<file path="config.mk">
export PLATFORM = sky130hd
export DESIGN_NAME = shift_reg_n_flat
export DESIGN_NICKNAME = d
export VERILOG_FILES = /design/src/rtl/shift_reg_n_if.sv /design/src/rtl/shift_reg_n.sv /design/src/flat_wrapper.sv
export SDC_FILE = /design/constraint.sdc
export NUM_CORES = 1
export LEC_CHECK = 0
export BUFFER_PORTS_ARGS = -buffer_cell sky130_fd_sc_hd__buf_4
export CORE_UTILIZATION = 35
export CTS_BUF_LIST = sky130_fd_sc_hd__clkbuf_16
export CTS_CLUSTER_SIZE = 16
export DETAILED_ROUTE_END_ITERATION = 8
export PLACE_DENSITY = 0.67
export SLEW_MARGIN = 5
export SYNTH_ARGS = -nofsm -noshare
export SYNTH_HDL_FRONTEND = slang
export SYNTH_SLANG_ARGS = --single-unit
</file>
<file path="constraint.sdc">
create_clock -name Clk -period 3.91 [get_ports Clk]
set_clock_uncertainty 0.2 [all_clocks]
set_input_delay 0.782 -clock Clk [delete_from_list [all_inputs] [get_ports Clk]]
set_output_delay 0.782 -clock Clk [all_outputs]
set_load 0.02 [all_outputs]
</file>
<file path="src/rtl/shift_reg_n_if.sv">
// Bus bundle for shift_reg_n: load/shift/burst controls in, register state out.
// Parity exists only when SHIFT_REG_N_PARITY_EN is defined.
interface shift_reg_n_if #(
    parameter int WIDTH = 8,
    parameter int CW    = $clog2(WIDTH + 1)
);
    logic             Load;
    logic [WIDTH-1:0] D;
    logic             Shift_En;
    logic             Shift_In;
    logic [1:0]       Mode;
    logic             Start;
    logic [CW-1:0]    Count;
    logic [WIDTH-1:0] A;
    logic             Shift_Out;
    logic             Busy;
    logic             Done;
`ifdef SHIFT_REG_N_PARITY_EN
    logic             Parity;
`endif

`ifdef SHIFT_REG_N_PARITY_EN
    modport master (
        output Load, D, Shift_En, Shift_In, Mode, Start, Count,
        input  A, Shift_Out, Busy, Done, Parity
    );

    modport slave (
        input  Load, D, Shift_En, Shift_In, Mode, Start, Count,
        output A, Shift_Out, Busy, Done, Parity
    );
`else
    modport master (
        output Load, D, Shift_En, Shift_In, Mode, Start, Count,
        input  A, Shift_Out, Busy, Done
    );

    modport slave (
        input  Load, D, Shift_En, Shift_In, Mode, Start, Count,
        output A, Shift_Out, Busy, Done
    );
`endif
endinterface

</file>
<file path="src/rtl/shift_reg_n.sv">
// WIDTH-bit load/shift register with four shift modes and a Count-shift burst sequencer.
// Optional registered Parity output enabled by defining SHIFT_REG_N_PARITY_EN.
module shift_reg_n #(
    parameter  int WIDTH = 8,
    localparam int CW    = $clog2(WIDTH + 1)
) (
    input  logic         Clk,
    input  logic         Reset,
    shift_reg_n_if.slave bus
);

    typedef enum logic [1:0] {
        ST_IDLE = 2'b00,
        ST_RUN  = 2'b01,
        ST_FIN  = 2'b10
    } state_e;

    state_e           state_q, state_d;
    logic [WIDTH-1:0] a_q, a_d;
    logic [CW-1:0]    rem_q, rem_d;
    logic [1:0]       mode_q, mode_d;
    logic             busy_q, busy_d;
    logic             done_q, done_d;
    logic [1:0]       so_mode_s;
    logic             shift_out_s;

    function automatic logic [WIDTH-1:0] shift_fn(
        input logic [WIDTH-1:0] a,
        input logic [1:0]       mode,
        input logic             si
    );
        logic [WIDTH-1:0] r;
        case (mode)
            2'b00:   r = {si, a[WIDTH-1:1]};
            2'b01:   r = {a[WIDTH-1], a[WIDTH-1:1]};
            2'b10:   r = {a[WIDTH-2:0], si};
            2'b11:   r = {a[0], a[WIDTH-1:1]};
            default: r = a;
        endcase
        return r;
    endfunction

    function automatic logic parity_fn(input logic [WIDTH-1:0] a);
        return ^a;
    endfunction

    // Next-state, next-register-value and burst bookkeeping
    always_comb begin
        state_d = state_q;
        a_d     = a_q;
        rem_d   = rem_q;
        mode_d  = mode_q;
        case (state_q)
            ST_IDLE: begin
                if (bus.Load) begin
                    a_d = bus.D;
                end else if (bus.Start) begin
                    mode_d = bus.Mode;
                    if (bus.Count != {CW{1'b0}}) begin
                        // first burst shift happens on the Start edge itself
                        a_d   = shift_fn(a_q, bus.Mode, bus.Shift_In);
                        rem_d = bus.Count - CW'(1);
                        if (bus.Count > CW'(1)) begin
                            state_d = ST_RUN;
                        end else begin
                            state_d = ST_FIN;
                        end
                    end else begin
                        rem_d   = {CW{1'b0}};
                        state_d = ST_FIN;
                    end
                end else if (bus.Shift_En) begin
                    a_d = shift_fn(a_q, bus.Mode, bus.Shift_In);
                end else begin
                    a_d = a_q;
                end
            end
            ST_RUN: begin
                if (bus.Load) begin
                    a_d     = bus.D;
                    rem_d   = {CW{1'b0}};
                    state_d = ST_IDLE;
                end else begin
                    a_d   = shift_fn(a_q, mode_q, bus.Shift_In);
                    rem_d = rem_q - CW'(1);
                    if (rem_q == CW'(1)) begin
                        state_d = ST_FIN;
                    end else begin
                        state_d = ST_RUN;
                    end
                end
            end
            ST_FIN: begin
                if (bus.Load) begin
                    a_d   = bus.D;
                    rem_d = {CW{1'b0}};
                end else begin
                    a_d = a_q;
                end
                state_d = ST_IDLE;
            end
            default: begin
                state_d = ST_IDLE;
                rem_d   = {CW{1'b0}};
            end
        endcase
        busy_d = (state_d != ST_IDLE);
        done_d = (state_d == ST_FIN);
    end

    // State, data and status registers
    always_ff @(posedge Clk or posedge Reset) begin
        if (Reset) begin
            state_q <= ST_IDLE;
            a_q     <= {WIDTH{1'b0}};
            rem_q   <= {CW{1'b0}};
            mode_q  <= 2'b00;
            busy_q  <= 1'b0;
            done_q  <= 1'b0;
        end else begin
            state_q <= state_d;
            a_q     <= a_d;
            rem_q   <= rem_d;
            mode_q  <= mode_d;
            busy_q  <= busy_d;
            done_q  <= done_d;
        end
    end

    // Shift_Out reflects the mode the next shift will use: latched mid-burst, live otherwise
    always_comb begin
        so_mode_s   = bus.Mode;
        shift_out_s = a_q[0];
        if (state_q == ST_RUN) begin
            so_mode_s = mode_q;
        end else begin
            so_mode_s = bus.Mode;
        end
        if (so_mode_s == 2'b10) begin
            shift_out_s = a_q[WIDTH-1];
        end else begin
            shift_out_s = a_q[0];
        end
    end

    assign bus.A         = a_q;
    assign bus.Busy      = busy_q;
    assign bus.Done      = done_q;
    assign bus.Shift_Out = shift_out_s;

`ifdef SHIFT_REG_N_PARITY_EN
    logic parity_q, parity_d;

    // Parity tracks the value A takes on the same edge
    always_comb begin
        parity_d = parity_fn(a_d);
    end

    // Parity register
    always_ff @(posedge Clk or posedge Reset) begin
        if (Reset) begin
            parity_q <= 1'b0;
        end else begin
            parity_q <= parity_d;
        end
    end

    assign bus.Parity = parity_q;
`endif

endmodule
</file>
<file path="src/flat_wrapper.sv">
// flat-port wrapper written by rule: the top's interface ports become plain ports
module shift_reg_n_flat 
#(
    parameter  int WIDTH = 8,
    localparam int CW    = $clog2(WIDTH + 1)
)
  (Clk, Reset, bus_Load, bus_D, bus_Shift_En, bus_Shift_In, bus_Mode, bus_Start, bus_Count, bus_A, bus_Shift_Out, bus_Busy, bus_Done);
  shift_reg_n_if #(.WIDTH(WIDTH)) bus_i ();
  input  logic Clk;
  input  logic Reset;
  input wire logic [$bits(bus_i.Load)-1:0] bus_Load;
  input wire logic [$bits(bus_i.D)-1:0] bus_D;
  input wire logic [$bits(bus_i.Shift_En)-1:0] bus_Shift_En;
  input wire logic [$bits(bus_i.Shift_In)-1:0] bus_Shift_In;
  input wire logic [$bits(bus_i.Mode)-1:0] bus_Mode;
  input wire logic [$bits(bus_i.Start)-1:0] bus_Start;
  input wire logic [$bits(bus_i.Count)-1:0] bus_Count;
  output wire logic [$bits(bus_i.A)-1:0] bus_A;
  output wire logic [$bits(bus_i.Shift_Out)-1:0] bus_Shift_Out;
  output wire logic [$bits(bus_i.Busy)-1:0] bus_Busy;
  output wire logic [$bits(bus_i.Done)-1:0] bus_Done;
  assign bus_i.Load = bus_Load;
  assign bus_i.D = bus_D;
  assign bus_i.Shift_En = bus_Shift_En;
  assign bus_i.Shift_In = bus_Shift_In;
  assign bus_i.Mode = bus_Mode;
  assign bus_i.Start = bus_Start;
  assign bus_i.Count = bus_Count;
  assign bus_A = bus_i.A;
  assign bus_Shift_Out = bus_i.Shift_Out;
  assign bus_Busy = bus_i.Busy;
  assign bus_Done = bus_i.Done;
  shift_reg_n #(.WIDTH(WIDTH)) u_core (.Clk(Clk), .Reset(Reset), .bus(bus_i));
endmodule
</file>
==> results.sh <==
export IMPL_status="finished clean"
export IMPL_track_usage=0.176
export IMPL_cpPeakStageDelay_ps=410
export IMPL_yosys_top_cells_area="dfrtp_1 35%, mux2i_1 7.0%, ha_1 5.8%, inv_1 4.4%, a221oi_1 3.4%"
export IMPL_cp_slowest_cell="dfrtp_1"
export IMPL_synth_edf_count=0
export IMPL_crit_path_cell_trace="inv_1, ha_1, mux2i_1, mux2_1, buf_4"
export IMPL_yosysWarnings=0
export IMPL_seq_area_frac_synth=0.348
export IMPL_root_buffer="clkbuf_16"
export IMPL_vdd_drop_max_mv=0.309
export IMPL_synth_seq_cells=18
export IMPL_power_density_nw_per_um2=741
export IMPL_required_ps=2930
export IMPL_tightest_slew_ps=721
export IMPL_cts_tree="built"
export IMPL_dp_hpwl_um=2370
export IMPL_drt_wl_total_um=3200
export IMPL_num_antenna_cells=0
export IMPL_total_leakage_power_nw=0.770
export IMPL_antenna_found_initial=0
export IMPL_synth_nets=160
export IMPL_synth_ff_type="dfrtp_1"
export IMPL_pin_count=31
export IMPL_die_w_um=62.8
export IMPL_drc=0
export IMPL_grt_pass1_wl_um=5460
export IMPL_drtPass1Iterations=4
export IMPL_dieArea_um2=3940
export IMPL_post_drt_wl_per_cell_um=15.2
export IMPL_worstPathArrival_ps=1780
export IMPL_syn_inst=134
export IMPL_end_kind="output pin"
export IMPL_clkTransAtPathRegs_ps=50
export IMPL_syn_area_per_cell_um2=9.65
export IMPL_n_fill_cell=346
export IMPL_num_rows=21
export IMPL_cts_resized=0
export IMPL_post_cts_setup_buffers=0
export IMPL_cts_buffers=3
export IMPL_cap_violations=0
export IMPL_synthArstFlopShare=1.00
export IMPL_synthDistinctLibCells=46
export IMPL_critical_path_class="reg -> out"
export IMPL_layout_drive_gt1_share=0.273
export IMPL_gp_congestion=0.826
export IMPL_viasPerCell=5.49
export IMPL_design_core_area_um2=3440
export IMPL_slew_limit_headroom=0.519
export IMPL_cts_buffer_depth=2
export IMPL_final_net_count=192
export IMPL_cp_max_fo=7
export IMPL_hold_buffers=0
export IMPL_final_period_utilization=0.705
export IMPL_yosys_area_top_type="dfrtp_1"
export IMPL_rsz0062_at_grt="no"
export IMPL_ant_nets=0
export IMPL_whs_ps=370
export IMPL_synth_top_cell_area_share=0.348
export IMPL_drv_slew=0
export IMPL_hp_class="reg -> reg"
export IMPL_gr_total_overflow=0
export IMPL_setup_viol=0
export IMPL_fin_crit_ps=2760
export IMPL_start_util=0.376
export IMPL_numPortBuffers=30
export IMPL_grt_pass1_vias=1186
export IMPL_vias=1158
export IMPL_tns_ps=0
export IMPL_max_freq_mhz=363
export IMPL_drtIter0Drc=46
export IMPL_cts_sinks=18
export IMPL_finalNonFillerCells=211
export IMPL_crit_buf_inv=2
export IMPL_clk_latency_ps=260
export IMPL_hold_viol_final=0
export IMPL_dpl_cell_count=207
export IMPL_grt_max_degree=19
export IMPL_crit_family="multiplexers"
export IMPL_cts_htree_levels=1
export IMPL_syn_cell_area_um2=1290
export IMPL_area_growth_pct=26.7
export IMPL_start_kind="register"
export IMPL_chipHeight_um=62.8
-- registers in the layout, indices dropped and copies added (netlist names) --
signal / cells
u_core.bus.Busy: 1
u_core.bus.Done: 1
u_core.bus.A: 8
u_core.mode_q: 2
u_core.state_q: 2
u_core.rem_q: 4
-- layout make-up --
| cell class | instances | area, µm² | share of cell area |
|---|---|---|---|
| Multi-Input combinational cell | 97 | 767 | 0.468 |
| Sequential cell | 18 | 450 | 0.275 |
| Timing Repair Buffer | 30 | 225 | 0.137 |
| Clock buffer | 3 | 75.1 | 0.0458 |
| Inverter | 16 | 60.1 | 0.0366 |
| Tap cell | 46 | 57.6 | 0.0351 |
| Clock inverter | 1 | 3.75 | 0.00229 |
-- worst reg2reg max path, cell delays in order, from the launching register on --
cell and delay, ps:
dfrtp_1 410, inv_1 90, ha_1 310, nand2b_1 320, o32ai_4 490, a221oi_1 150
mux2i_1 170
-- power breakdown --
group | leakage [nW] | internal (W) | switching [W] | total [W]
Clock | 0.0385 | 0.000136 | 0.0000779 | 0.000214
Combinational | 0.505 | 0.000296 | 0.000352 | 0.000647
Sequential | 0.227 | 0.000268 | 0.0000852 | 0.000354
Total | 0.770 | 0.000701 | 0.000515 | 0.00122
-- logic make-up after synthesis --
group,Yosys count,synth area share
adder cells (fa/ha/maj),6,0.0580
multiplexers,13,0.104
buffers and inverters,19,0.0590
flip-flops,18,0.348
AO/OA/AOI/OAI,42,0.267
AND/OR/NAND/NOR,36,0.163
-- layer usage --
layer | routed length [µm] | part of all wire | up-vias | global-route usage
li1 | - | - | 565 | -
met1 | 1440 | 0.45 | 552 | 0.214
met2 | 1590 | 0.50 | 39 | 0.304
met3 | 151 | 0.047 | 2 | 0.0365
met4 | 25 | 0.0078 | 0 | 0.0610
met5 | 0 | 0 | - | 0
-- per-stage QoR --
stage / total power [W] / setup slack (ps) / area (µm²) / util
2_1_floorplan: 0.000801 / 1420 / 1290 / -
3_3_place_gp: 0.000979 / 1210 / 1560 / 0.453
3_5_place_dp: 0.000999 / 1160 / 1560 / 0.453
4_1_cts: 0.00122 / 1140 / 1640 / 0.476
5_1_grt: 0.00130 / 1020 / 1640 / 0.476
6_report: 0.00122 / 1150 / 1640 / 0.476
-- cells in the mapped netlist, types with 2 or more instances --
master     instances
a221oi_1           5
o21ai_0            5
nor3b_1            3
ha_1               6
a22oi_1            3
a211oi_1           5
nor2_1             5
a21oi_1            3
mux2_1             2
nor3_1             3
inv_1             15
mux2i_1            9
nand2_1            7
mux2_2             2
nand3_1            2
a2bb2oi_1          2
nand2b_1           2
dfrtp_1           18
o32ai_1            2
a222oi_1           2
or2_2              2
o21ai_1            3
nor2b_1            5
-- final timing paths --
| kind | from | endpoint | slack [ps] | cells after the start |
|---|---|---|---|---|
| setup / recovery | u_core.state_q[1] | bus_Shift_Out | 1150 | 5 |
| hold / removal | u_core.rem_q[2] | u_core.rem_q[2] | 370 | 1 |
| setup reg to reg | u_core.state_q[1] | u_core.bus.A[3] | 1710 | 6 |
| hold reg to reg | u_core.rem_q[2] | u_core.rem_q[2] | 370 | 1 |
| max in group asynchronous | Reset | u_core.state_q[1] | 2600 | 2 |
| min in group asynchronous | Reset | u_core.rem_q[1] | 450 | 2 |
-- placed cells by master (no fill, tap or decap), drive strengths merged, types with 2 or more instances in the layout --
cell type | synthesis | layout
a2bb2oi | 2 | 2
clkbuf | 1 | 3
nand3 | 2 | 2
nor3b | 3 | 3
a211oi | 5 | 5
or2 | 3 | 3
o32ai | 3 | 3
nor3 | 4 | 4
mux2 | 4 | 4
nor2b | 6 | 6
ha | 6 | 6
a21oi | 5 | 5
o21ai | 9 | 9
nand2 | 7 | 7
mux2i | 9 | 9
a221oi | 5 | 5
dfrtp | 18 | 18
buf | 2 | 30
inv | 16 | 16
a222oi | 2 | 2
nor2 | 5 | 5
nand2b | 2 | 2
a22o | 2 | 2
a22oi | 3 | 3
Note: power is estimated with default switching activity, not from simulation.
